[src/rtl/char_blitter_if.sv]
// Request, glyph-ROM and plot-port signals of the glyph blitter.
// The master is the caller side (drives start, returns ROM data, accepts pixels); the slave is the blitter.
interface char_blitter_if #(
  parameter int GLYPH_W  = 10,
  parameter int CODE_W   = 6,
  parameter int ROW_W    = 4,
  parameter int COORD_W  = 8,
  parameter int COLOUR_W = 6
);
  logic                     start;
  logic [CODE_W-1:0]        char_code;
  logic [COORD_W-1:0]       org_x;
  logic [COORD_W-1:0]       org_y;
  logic [COLOUR_W-1:0]      fg_colour;
  logic [COLOUR_W-1:0]      bg_colour;
  logic                     opaque;
  logic                     busy;
  logic                     done;
  logic [CODE_W+ROW_W-1:0]  rom_addr;
  logic [GLYPH_W-1:0]       rom_data;
  logic [COORD_W-1:0]       out_x;
  logic [COORD_W-1:0]       out_y;
  logic [COLOUR_W-1:0]      out_colour;
  logic                     plot;
  logic                     pixel_ready;

  modport master (
    output start, char_code, org_x, org_y, fg_colour, bg_colour, opaque, rom_data, pixel_ready,
    input  busy, done, rom_addr, out_x, out_y, out_colour, plot
  );

  modport slave (
    input  start, char_code, org_x, org_y, fg_colour, bg_colour, opaque, rom_data, pixel_ready,
    output busy, done, rom_addr, out_x, out_y, out_colour, plot
  );
endinterface

[src/rtl/char_blitter.sv]
// Glyph renderer: one ROM row fetch per glyph line, one clipped pixel write per cell, 2+GLYPH_W cycles per row.
// Back-pressure: a drawable cell holds plot/out_* stable until pixel_ready; non-drawable cells never wait.
module char_blitter #(
  parameter int GLYPH_W  = 10,
  parameter int GLYPH_H  = 10,
  parameter int CODE_W   = 6,
  parameter int ROW_W    = 4,
  parameter int COORD_W  = 8,
  parameter int COLOUR_W = 6,
  parameter int SCREEN_W = 160,
  parameter int SCREEN_H = 120
) (
  input logic           clock,
  input logic           resetn,
  char_blitter_if.slave bus_if
);
  localparam int COL_W = $clog2(GLYPH_W);
  localparam logic [COL_W-1:0]   LAST_COL = COL_W'(GLYPH_W - 1);
  localparam logic [ROW_W-1:0]   LAST_ROW = ROW_W'(GLYPH_H - 1);
  localparam logic [COORD_W:0]   CLIP_X   = (COORD_W+1)'(SCREEN_W);
  localparam logic [COORD_W:0]   CLIP_Y   = (COORD_W+1)'(SCREEN_H);

  typedef enum logic [2:0] {S_IDLE, S_FETCH, S_LOAD, S_DRAW, S_DONE} state_t;

  state_t                  state_q;
  logic [CODE_W-1:0]       code_q;
  logic [COORD_W-1:0]      org_x_q, org_y_q;
  logic [COLOUR_W-1:0]     fg_q, bg_q;
  logic                    opaque_q;
  logic [ROW_W-1:0]        row_q;
  logic [COL_W-1:0]        col_q;
  logic [GLYPH_W-1:0]      bits_q;
  logic                    busy_q, done_q, plot_q;
  logic [COORD_W-1:0]      out_x_q, out_y_q;
  logic [COLOUR_W-1:0]     out_colour_q;
  logic [CODE_W+ROW_W-1:0] rom_addr_q;

  logic [COL_W-1:0]        cell_col_d;
  logic [GLYPH_W-1:0]      cell_bits_d;
  logic [COORD_W:0]        sx_d, sy_d;
  logic                    cell_set_d, plot_d, advance;
  logic [COLOUR_W-1:0]     out_colour_d;

  assign bus_if.busy       = busy_q;
  assign bus_if.done       = done_q;
  assign bus_if.plot       = plot_q;
  assign bus_if.out_x      = out_x_q;
  assign bus_if.out_y      = out_y_q;
  assign bus_if.out_colour = out_colour_q;
  assign bus_if.rom_addr   = rom_addr_q;

  // Evaluate the cell about to be presented, so plot/out_* leave the FSM already registered.
  always_comb begin
    cell_col_d   = (state_q == S_LOAD) ? '0 : col_q + 1'b1;
    cell_bits_d  = (state_q == S_LOAD) ? bus_if.rom_data : bits_q;
    sx_d         = {1'b0, org_x_q} + (COORD_W+1)'(cell_col_d);
    sy_d         = {1'b0, org_y_q} + (COORD_W+1)'(row_q);
    cell_set_d   = cell_bits_d[cell_col_d];
    plot_d       = (sx_d < CLIP_X) && (sy_d < CLIP_Y) && (cell_set_d || opaque_q);
    out_colour_d = cell_set_d ? fg_q : bg_q;
    advance      = !plot_q || bus_if.pixel_ready;
  end

  always_ff @(posedge clock or negedge resetn) begin
    if (!resetn) begin
      state_q      <= S_IDLE;
      code_q       <= '0;
      org_x_q      <= '0;
      org_y_q      <= '0;
      fg_q         <= '0;
      bg_q         <= '0;
      opaque_q     <= 1'b0;
      row_q        <= '0;
      col_q        <= '0;
      bits_q       <= '0;
      busy_q       <= 1'b0;
      done_q       <= 1'b0;
      plot_q       <= 1'b0;
      out_x_q      <= '0;
      out_y_q      <= '0;
      out_colour_q <= '0;
      rom_addr_q   <= '0;
    end else begin
      done_q <= 1'b0;
      case (state_q)
        S_IDLE: begin
          if (bus_if.start) begin
            code_q     <= bus_if.char_code;
            org_x_q    <= bus_if.org_x;
            org_y_q    <= bus_if.org_y;
            fg_q       <= bus_if.fg_colour;
            bg_q       <= bus_if.bg_colour;
            opaque_q   <= bus_if.opaque;
            row_q      <= '0;
            col_q      <= '0;
            rom_addr_q <= {bus_if.char_code, {ROW_W{1'b0}}};
            busy_q     <= 1'b1;
            state_q    <= S_FETCH;
          end
        end
        S_FETCH: state_q <= S_LOAD;
        S_LOAD: begin
          bits_q       <= bus_if.rom_data;
          col_q        <= '0;
          plot_q       <= plot_d;
          out_x_q      <= sx_d[COORD_W-1:0];
          out_y_q      <= sy_d[COORD_W-1:0];
          out_colour_q <= out_colour_d;
          state_q      <= S_DRAW;
        end
        S_DRAW: begin
          if (advance) begin
            if (col_q != LAST_COL) begin
              col_q        <= cell_col_d;
              plot_q       <= plot_d;
              out_x_q      <= sx_d[COORD_W-1:0];
              out_y_q      <= sy_d[COORD_W-1:0];
              out_colour_q <= out_colour_d;
            end else begin
              plot_q <= 1'b0;
              if (row_q != LAST_ROW) begin
                row_q      <= row_q + 1'b1;
                rom_addr_q <= {code_q, row_q + 1'b1};
                state_q    <= S_FETCH;
              end else begin
                done_q  <= 1'b1;
                state_q <= S_DONE;
              end
            end
          end
        end
        S_DONE: begin
          busy_q  <= 1'b0;
          state_q <= S_IDLE;
        end
        default: state_q <= S_IDLE;
      endcase
    end
  end
endmodule

[src/flat_wrapper.sv]
// flat-port wrapper written by rule: the top's interface ports become plain ports
module char_blitter_flat 
#(
  parameter int GLYPH_W  = 10,
  parameter int GLYPH_H  = 10,
  parameter int CODE_W   = 6,
  parameter int ROW_W    = 4,
  parameter int COORD_W  = 8,
  parameter int COLOUR_W = 6,
  parameter int SCREEN_W = 160,
  parameter int SCREEN_H = 120
)
  (clock, resetn, bus_if_start, bus_if_char_code, bus_if_org_x, bus_if_org_y, bus_if_fg_colour, bus_if_bg_colour, bus_if_opaque, bus_if_rom_data, bus_if_pixel_ready, bus_if_busy, bus_if_done, bus_if_rom_addr, bus_if_out_x, bus_if_out_y, bus_if_out_colour, bus_if_plot);
  char_blitter_if #(.GLYPH_W(GLYPH_W), .CODE_W(CODE_W), .ROW_W(ROW_W), .COORD_W(COORD_W), .COLOUR_W(COLOUR_W)) bus_if_i ();
  input logic clock;
  input logic resetn;
  input wire logic [$bits(bus_if_i.start)-1:0] bus_if_start;
  input wire logic [$bits(bus_if_i.char_code)-1:0] bus_if_char_code;
  input wire logic [$bits(bus_if_i.org_x)-1:0] bus_if_org_x;
  input wire logic [$bits(bus_if_i.org_y)-1:0] bus_if_org_y;
  input wire logic [$bits(bus_if_i.fg_colour)-1:0] bus_if_fg_colour;
  input wire logic [$bits(bus_if_i.bg_colour)-1:0] bus_if_bg_colour;
  input wire logic [$bits(bus_if_i.opaque)-1:0] bus_if_opaque;
  input wire logic [$bits(bus_if_i.rom_data)-1:0] bus_if_rom_data;
  input wire logic [$bits(bus_if_i.pixel_ready)-1:0] bus_if_pixel_ready;
  output wire logic [$bits(bus_if_i.busy)-1:0] bus_if_busy;
  output wire logic [$bits(bus_if_i.done)-1:0] bus_if_done;
  output wire logic [$bits(bus_if_i.rom_addr)-1:0] bus_if_rom_addr;
  output wire logic [$bits(bus_if_i.out_x)-1:0] bus_if_out_x;
  output wire logic [$bits(bus_if_i.out_y)-1:0] bus_if_out_y;
  output wire logic [$bits(bus_if_i.out_colour)-1:0] bus_if_out_colour;
  output wire logic [$bits(bus_if_i.plot)-1:0] bus_if_plot;
  assign bus_if_i.start = bus_if_start;
  assign bus_if_i.char_code = bus_if_char_code;
  assign bus_if_i.org_x = bus_if_org_x;
  assign bus_if_i.org_y = bus_if_org_y;
  assign bus_if_i.fg_colour = bus_if_fg_colour;
  assign bus_if_i.bg_colour = bus_if_bg_colour;
  assign bus_if_i.opaque = bus_if_opaque;
  assign bus_if_i.rom_data = bus_if_rom_data;
  assign bus_if_i.pixel_ready = bus_if_pixel_ready;
  assign bus_if_busy = bus_if_i.busy;
  assign bus_if_done = bus_if_i.done;
  assign bus_if_rom_addr = bus_if_i.rom_addr;
  assign bus_if_out_x = bus_if_i.out_x;
  assign bus_if_out_y = bus_if_i.out_y;
  assign bus_if_out_colour = bus_if_i.out_colour;
  assign bus_if_plot = bus_if_i.plot;
  char_blitter #(.GLYPH_W(GLYPH_W), .GLYPH_H(GLYPH_H), .CODE_W(CODE_W), .ROW_W(ROW_W), .COORD_W(COORD_W), .COLOUR_W(COLOUR_W), .SCREEN_W(SCREEN_W), .SCREEN_H(SCREEN_H)) u_core (.clock(clock), .resetn(resetn), .bus_if(bus_if_i));
endmodule
[config.mk]
export PLATFORM = sky130hd
export DESIGN_NAME = char_blitter_flat
export DESIGN_NICKNAME = d
export VERILOG_FILES = /design/src/rtl/char_blitter_if.sv /design/src/rtl/char_blitter.sv /design/src/flat_wrapper.sv
export SDC_FILE = /design/constraint.sdc
export NUM_CORES = 1
export LEC_CHECK = 0
export ABC_AREA = 1
export CORE_MARGIN = 2
export CORE_UTILIZATION = 47
export CTS_CLUSTER_SIZE = 16
export DETAILED_ROUTE_END_ITERATION = 8
export PLACE_DENSITY = 0.82
export SLEW_MARGIN = 0
export SYNTH_ARGS = -nofsm -noshare
export SYNTH_HDL_FRONTEND = slang
export SYNTH_SLANG_ARGS = --single-unit
[constraint.sdc]
create_clock -name clock -period 2 [get_ports clock]
set_input_delay 0.2 -clock clock [delete_from_list [all_inputs] [get_ports clock]]
set_output_delay 0.2 -clock clock [all_outputs]
set_load 0.03 [all_outputs]
==> results of run 1 <==
-- flip-flops by register name, summed over array words and instances, names as in the netlist --
signal	count
u_core.org_x_q	8
u_core.code_q	6
u_core.bus_if.out_colour	6
u_core.bus_if.rom_addr	10
u_core.bus_if.out_y	8
u_core.bits_q	10
u_core.bus_if.busy	1
u_core.org_y_q	8
u_core.state_q	3
u_core.fg_q	6
u_core.col_q	4
u_core.bg_q	6
u_core.bus_if.out_x	8
u_core.opaque_q	1
u_core.bus_if.done	1
u_core.bus_if.plot	1
-- area by class of cell --
| cell class | count | area, µm² | share of cell area [%] |
|---|---|---|---|
| clock buffer | 10 | 128 | 2.08 |
| multi-input combinational | 382 | 2110 | 34.4 |
| timing repair buffer | 130 | 1250 | 20.4 |
| sequential | 87 | 2180 | 35.5 |
| clock inverter | 6 | 92.6 | 1.51 |
| inverter | 61 | 241 | 3.93 |
| tap | 111 | 139 | 2.26 |
-- final timing paths --
check                                    start                endpoint  slack [ps]  depth (start not counted)
max                            u_core.col_q[1]      u_core.bus_if.plot         -20                         19
min                        bus_if_bg_colour[2]          u_core.bg_q[2]         360                          3
max reg2reg                    u_core.col_q[1]      u_core.bus_if.plot         -20                         19
min reg2reg                   u_core.code_q[0]        u_core.code_q[0]         480                          2
max in group asynchronous               resetn         u_core.col_q[0]         890                          3
min in group asynchronous               resetn  u_core.bus_if.out_x[7]         390                          2
-- kinds of logic (layout without fill, tap and decap cells) --
logic type               count (synthesis)  after routing  share of synthesized area [%]
AND/OR/NAND/NOR                        306            306                           30.2
flip-flops                              87             87                           48.9
buffers and inverters                   77            207                           7.67
AO/OA/AOI/OAI                           58             58                           8.15
adder cells (fa/ha/maj)                 12             12                           3.54
XOR/XNOR                                 5              5                          0.984
multiplexers                             1              1                          0.506
-- layer usage --
layer / GRT usage, % / vias up / wire length, µm / share of wire, %
met5: 0 / - / 0 / 0
met4: 7.07 / 0 / 227 / 2.0
met3: 5.24 / 20 / 701 / 6.0
met2: 38.2 / 151 / 5960 / 51
met1: 27.6 / 1906 / 4730 / 41
li1: - / 1970 / - / -
-- placed cells by master, fill, tap and decap left out, types with 2 or more instances in the layout --
cell type                         count
sky130_fd_sc_hd__inv_4                3
sky130_fd_sc_hd__o21ai_2              3
sky130_fd_sc_hd__nand3b_1             4
sky130_fd_sc_hd__nand2_4              6
sky130_fd_sc_hd__dfrtp_2              3
sky130_fd_sc_hd__o211ai_1             2
sky130_fd_sc_hd__clkdlybuf4s50_1     82
sky130_fd_sc_hd__nand4_1              9
sky130_fd_sc_hd__nor2_1              31
sky130_fd_sc_hd__ha_1                 5
sky130_fd_sc_hd__buf_4               41
sky130_fd_sc_hd__nand3_1             22
sky130_fd_sc_hd__nand3_2              5
sky130_fd_sc_hd__bufinv_16            2
sky130_fd_sc_hd__nand2_1            192
sky130_fd_sc_hd__inv_6                3
sky130_fd_sc_hd__clkinvlp_4           2
sky130_fd_sc_hd__a21oi_1              4
sky130_fd_sc_hd__nor3_1               5
sky130_fd_sc_hd__inv_2               11
sky130_fd_sc_hd__o21ai_0             28
sky130_fd_sc_hd__o22ai_1              2
sky130_fd_sc_hd__nor2_2               6
sky130_fd_sc_hd__xor2_1               4
sky130_fd_sc_hd__nor2_4               5
sky130_fd_sc_hd__ha_4                 3
sky130_fd_sc_hd__nand3_4              4
sky130_fd_sc_hd__nand2_2             14
sky130_fd_sc_hd__clkbuf_8             9
sky130_fd_sc_hd__inv_1               46
sky130_fd_sc_hd__o21ai_1              9
sky130_fd_sc_hd__and2_1               2
sky130_fd_sc_hd__ha_2                 3
sky130_fd_sc_hd__dfrtp_1             84
sky130_fd_sc_hd__buf_12               5
sky130_fd_sc_hd__a31oi_2              6
-- stage by stage --
stage               TNS, ps  hold slack, ps  std cells  area (µm²)  utilization [%]
floorplan                 0           -95.6        546        4470                -
finish                -22.1             356        787        6140             66.8
detailed placement    -43.3             265        751        5570             60.5
CTS                       0             353        769        5850             63.6
global route           -705             339        787        6140             66.8
global placement          0             268        751        5570             60.5
-- report_power, final --
group,internal (mW),switching [mW],leakage (nW)
sequential,2.61,0.547,1.04
combinational,3.04,4.32,1.84
clock,0.713,0.676,0.104
-- worst reg2reg max path: stages, from the launching register on --
cell and delay (ps):
sky130_fd_sc_hd__dfrtp_1 420, sky130_fd_sc_hd__inv_2 100, sky130_fd_sc_hd__ha_4 210, sky130_fd_sc_hd__inv_4 70
sky130_fd_sc_hd__nand2_4 50, sky130_fd_sc_hd__nand2_2 70, sky130_fd_sc_hd__nand2_1 50, sky130_fd_sc_hd__inv_1 70
sky130_fd_sc_hd__ha_2 180, sky130_fd_sc_hd__inv_2 30, sky130_fd_sc_hd__nand2_2 60, sky130_fd_sc_hd__nand2_2 90
sky130_fd_sc_hd__nand3_4 100, sky130_fd_sc_hd__nand3_2 70, sky130_fd_sc_hd__nand2_1 70, sky130_fd_sc_hd__nand2_2 70
sky130_fd_sc_hd__nand2_1 70, sky130_fd_sc_hd__nand2_1 60, sky130_fd_sc_hd__nand2_1 50, sky130_fd_sc_hd__nand2_1 40
-- repair_timing --
item                                    CTS  global route
hold endpoints to repair                 48             0
gates cloned                              0             0
hold buffers                              1             0
pin swaps                                 0            23
buffers inserted                          1            18
endpoints found under the setup margin    1            21
resized for setup                        10            38
==> implementation parameters, run 1 <==
Parameter                              Value

Route
  Antenna-violating nets left ... 0
  Number of remaining DRC errors ... 0
  DR WL/cell ... 14.8 µm
  Iteration count of the initial detailed-routing pass ... 6
  Number of vias per cell ... 5.14
  DR vias ... 4047
  Total detailed-routing wirelength ... 11600 µm
  DRC violation total after the first TritonRoute iteration ... 282

Yosys
  Number of enable-type register cells in the synthesized netlist ... 0
  Net Count, Synth ... 607
  Count of state elements after synthesis ... 87
  Dominant cells by area after synthesis ... sky130_fd_sc_hd__dfrtp_1, sky130_fd_sc_hd__nand2_1, sky130_fd_sc_hd__inv_1
  Yosys warnings ... 0
  Commonest cells in the netlist ... sky130_fd_sc_hd__nand2_1, sky130_fd_sc_hd__dfrtp_1, sky130_fd_sc_hd__inv_1
  Synth area leader ... sky130_fd_sc_hd__dfrtp_1
  Async S/R FF share, synth ... 100%
  Dominant cell by count in the synthesized netlist ... sky130_fd_sc_hd__nand2_1
  Syn avg cell area ... 8.15 µm²
  Top flip-flop cell by instance count after synthesis ... sky130_fd_sc_hd__dfrtp_1
  Cells after synthesis ... 546
  Sequential-to-total area share from yosys stat ... 48.9%
  Number of different library cells in the post-synthesis netlist ... 36
  Portion of synthesized cell area occupied by the leading cell type ... 48.9%
  Combined area of all synthesized cells ... 4450 µm²

Setup path
  Critical path peak fanout ... 4
  CP required ... 2270 ps
  Arrival time at the worst endpoint ... 2290 ps
  Number of buffer and inverter instances along the worst setup path ... 4
  Launching element type of the critical path ... flop
  Most used cell along the critical path ... sky130_fd_sc_hd__nand2_1
  Cell at the slowest stage of the critical path ... sky130_fd_sc_hd__dfrtp_1
  Crit path capture type ... flop
  Worst Path Class, Setup ... reg2reg
  CP max stage delay ... 420 ps
  Critical Path, Cell by Cell ... inv_2, ha_4, inv_4, nand2_4, nand2_2, nand2_1, inv_1, ha_2, inv_2, nand2_2, nand2_2, nand3_4, nand3_2, nand2_1, nand2_2, nand2_1, nand2_1, nand2_1, nand2_1
  Kind of cell adding the most delay to the critical path ... simple AND/OR/NAND/NOR gates

Timing
  Headroom to the max-slew limit ... 56.6%
  Final hold violation count ... 0
  Fmax achieved ... 0.495 GHz
  Clock period minus final worst setup slack ... 2020 ps
  Setup repair after global routing missed its margin ... true
  Max-slew violation count ... 0
  Final cycle utilization of the critical path ... 101%
  Worst clock skew ... 11.1 ps
  Worst Setup Slack, final ... -22.1 ps
  Final-report setup violation count ... 1
  Slew at the pin closest to its max-slew limit ... 651 ps

Global routing
  Global-route wire length before repair ... 17800 µm
  Via count of the first global-routing pass ... 3851
  GRT Util Overall ... 22.2%
  Remaining global-route overflow ... 0
  Pin count of the biggest net entering global routing ... 51
  Antenna violations before repair ... 0

Flow run
  Count of maximum capacitance violations ... 0

Floorplanning
  Core area ... 9200 µm²
  Floorplan die width ... 101 µm
  Rows ... 35
  Die Area ... 10300 µm²
  Chip Height ... 101 µm
  I/O pins ... 84
  Initial core utilization ... 48.4%

Placement
  Pre-CTS worst setup slack ... -43.3 ps
  Count of buffers from port buffering ... 83
  Global placer's final weighted congestion ... 0.917
  Dpl hpwl ... 7910 µm

Clocking
  CTS Buf Count ... 9
  Clk pin slew, worst setup/hold paths ... 90 ps
  Root Buffer Master ... sky130_fd_sc_hd__clkbuf_8
  CTS tree ... built
  Clock Path Buffers ... 2
  TritonCTS Sinks ... 87
  Skew-Pair Late Insertion Delay ... 370 ps
  H-Tree Depth ... 3

Run status
  Run status ... finished with violations
  Failing checks ... setup timing

Layout
  Antenna Cells ... 0
  Ratio of cells with drive above 1 in the final layout ... 20.7%
  Fin nets ... 732
  Area Growth Syn to Fin ... 38.0%
  FILL cells ... 730

Worst hold path
  Worst min path class ... in2reg

Power and ir drop
  Design Power ... 11.9 mW
  Standby leakage power ... 2.98 nW
  Power density relative to cell area ... 1940 nW/µm²
  Maximum VDD drop ... 825 µV
No activity file was read; power rests on OpenSTA's default activity.
==> run 2: changes to the inputs <==
--- a/config.mk
+++ b/config.mk
@@ -6,11 +6,14 @@
 export NUM_CORES = 1
 export LEC_CHECK = 0
 export ABC_AREA = 1
+export CAP_MARGIN = 25
+export CELL_PAD_IN_SITES_DETAIL_PLACEMENT = 1
+export CELL_PAD_IN_SITES_GLOBAL_PLACEMENT = 2
 export CORE_MARGIN = 2
-export CORE_UTILIZATION = 47
+export CORE_UTILIZATION = 27
 export CTS_CLUSTER_SIZE = 16
 export DETAILED_ROUTE_END_ITERATION = 8
-export PLACE_DENSITY = 0.82
+export PLACE_DENSITY = 0.81
 export SLEW_MARGIN = 0
 export SYNTH_ARGS = -nofsm -noshare
 export SYNTH_HDL_FRONTEND = slang
==> run 2 against run 1 <==
Net effect: the run still ends with setup timing left; setup slack worse by 45 ps; via count up 0.32%; non-clock buffer count up 2; sequential power about the same; clock skew down 1.5 ps; critical path type unchanged; largest cell class is now multi-input combinational cells.
==> implementation parameters, run 2 (synthesis gave the netlist of run 1 again) <==
Parameter                              Value

Timing
  Headroom to the max-slew limit ... 76.3%
  Final TNS setup ... -113 ps
  Fmax achieved ... 0.484 GHz
  Final-report setup violation count ... 2
  Setup repair after global routing missed its margin ... true
  Clock period minus final worst setup slack ... 2070 ps
  Final cycle utilization of the critical path ... 103%
  Worst Hold Margin ... 294 ps
  Worst clock skew ... 9.54 ps
  Slew at the pin closest to its max-slew limit ... 356 ps
  Max-slew violation count ... 0
  Worst Setup Slack, final ... -66.6 ps
  Final hold violation count ... 0

Power and ir drop
  Power density relative to cell area ... 1930 nW/µm²
  Standby leakage power ... 3.09 nW
  Design Power ... 12.6 mW
  Maximum VDD drop ... 715 µV

Setup path
  Stages on worst setup path ... 19
  Worst Path Class, Setup ... reg2reg
  Cell at the slowest stage of the critical path ... sky130_fd_sc_hd__dfrtp_1
  Worst-case reg-to-reg path depth ... 19
  Worst reg-to-reg setup slack ... -70 ps
  Crit path capture type ... flop
  CP max stage delay ... 430 ps
  Critical Path, Cell by Cell ... inv_2, ha_4, inv_4, nand2_2, nand2_2, nand2_2, inv_2, ha_4, inv_2, nand2_4, nand2_4, nand3_4, nand3_2, nand2_1, nand2_2, nand2_1, nand2_1, nand2_1, nand2_1
  CP required ... 2290 ps
  Arrival time at the worst endpoint ... 2350 ps
  Number of buffer and inverter instances along the worst setup path ... 4
  Critical path peak fanout ... 4
  Launching element type of the critical path ... flop
  Most used cell along the critical path ... sky130_fd_sc_hd__nand2_1
  Kind of cell adding the most delay to the critical path ... simple AND/OR/NAND/NOR gates

Clocking
  Clk pin slew, worst setup/hold paths ... 70 ps
  Root Buffer Master ... sky130_fd_sc_hd__clkbuf_16
  H-Tree Depth ... 3
  CTS tree ... built
  Clock Path Buffers ... 2
  CTS Buf Count ... 9
  Skew-Pair Late Insertion Delay ... 350 ps
  TritonCTS Sinks ... 87

Route
  Iteration count of the initial detailed-routing pass ... 4
  DR vias ... 4060
  DRC violation total after the first TritonRoute iteration ... 159
  Antenna-violating nets left ... 0
  Number of remaining DRC errors ... 0
  Total detailed-routing wirelength ... 13800 µm
  Number of vias per cell ... 4.54
  DR WL/cell ... 15.4 µm

Global routing
  Grt met2 use ... 27.2%
  Most heavily used metal layer in global routing ... met2
  Global-route wire length before repair ... 21800 µm
  Antenna violations before repair ... 0
  Met1 capacity usage during global routing ... 18.8%
  Via count of the first global-routing pass ... 4367
  Remaining global-route overflow ... 0
  GRT Util Overall ... 15.7%
  Met3 Resource Use GR ... 2.92%
  Pin count of the biggest net entering global routing ... 45

Worst hold path
  Worst min path class ... in2async

Layout
  Final cell count without fillers ... 895
  Commonest non-fill, non-tap cell in the layout ... sky130_fd_sc_hd__nand2_1
  Area Growth Syn to Fin ... 46.8%
  Ratio of cells with drive above 1 in the final layout ... 21.5%
  Fin nets ... 735
  Antenna Cells ... 0
  Highest-count cells in the layout ignoring fill and taps ... sky130_fd_sc_hd__nand2_1, sky130_fd_sc_hd__dfrtp_1, sky130_fd_sc_hd__clkdlybuf4s50_1

Floorplanning
  Rows ... 46
  Die Area ... 17500 µm²
  Core area ... 16000 µm²
  Initial core utilization ... 27.8%
  I/O pins ... 84
  Chip Height ... 132 µm
  Floorplan die width ... 132 µm

Placement
  Global placer's final weighted congestion ... 0.838
  Count of buffers from port buffering ... 83
  Pre-CTS worst setup slack ... -115 ps
  Instance count after placement with tap cells included ... 860
  Dpl hpwl ... 9930 µm

Run status
  Failing checks ... setup timing
  Run status ... finished with violations

Flow run
  Count of maximum capacitance violations ... 0
## run 2: final timing paths
path | startpoint | endpoint
setup / recovery | u_core.col_q[1] | u_core.bus_if.plot
hold / removal | resetn | u_core.bus_if.rom_addr[4]
setup reg to reg | u_core.col_q[1] | u_core.bus_if.plot
hold reg to reg | u_core.bits_q[2] | u_core.bits_q[2]
max in group asynchronous | resetn | u_core.bus_if.rom_addr[1]
min in group clock | bus_if_bg_colour[2] | u_core.bg_q[2]
## run 2: cell type report
type	count	area, µm²
Inverter	61	249
Tap cell	216	270
Timing Repair Buffer	132	1310
Sequential cell	87	2180
Timing Repair inverter	1	6.26
Clock buffer	13	270
Fill cell	1900	9470
Multi-Input combinational cell	382	2210
Clock inverter	3	40.0
## run 2: power by group
part,leakage (nW),internal [mW],switching (mW),total (mW)
clock,0.156,1.07,0.692,1.76
sequential,1.04,2.62,0.569,3.18
combinational,1.89,3.11,4.52,7.63
## run 2: per-stage QoR
stage | util [%] | cell area (µm²)
6_report | 40.8 | 6530
5_1_grt | 40.8 | 6530
4_1_cts | 38.3 | 6140
3_5_place_dp | 35.7 | 5710
3_3_place_gp | 35.7 | 5710
2_1_floorplan | - | 4470
## run 2: timing repair
| action | in CTS | in global routing |
|---|---|---|
| endpoints found under the setup margin | 4 | 52 |
| hold endpoints to repair | 24 | 0 |
| gates cloned | 0 | 2 |
| hold buffers | 1 | 0 |
| pin swaps | 3 | 21 |
| gates resized for setup | 22 | 64 |
| buffers inserted | 2 | 15 |
## run 2: metal layers
| layer | part of all wire (%) | vias to the layer above |
|---|---|---|
| li1 | - | 1981 |
| met1 | 44 | 1985 |
| met2 | 51 | 72 |
| met3 | 3.2 | 22 |
| met4 | 2.5 | 0 |
| met5 | 0 | - |
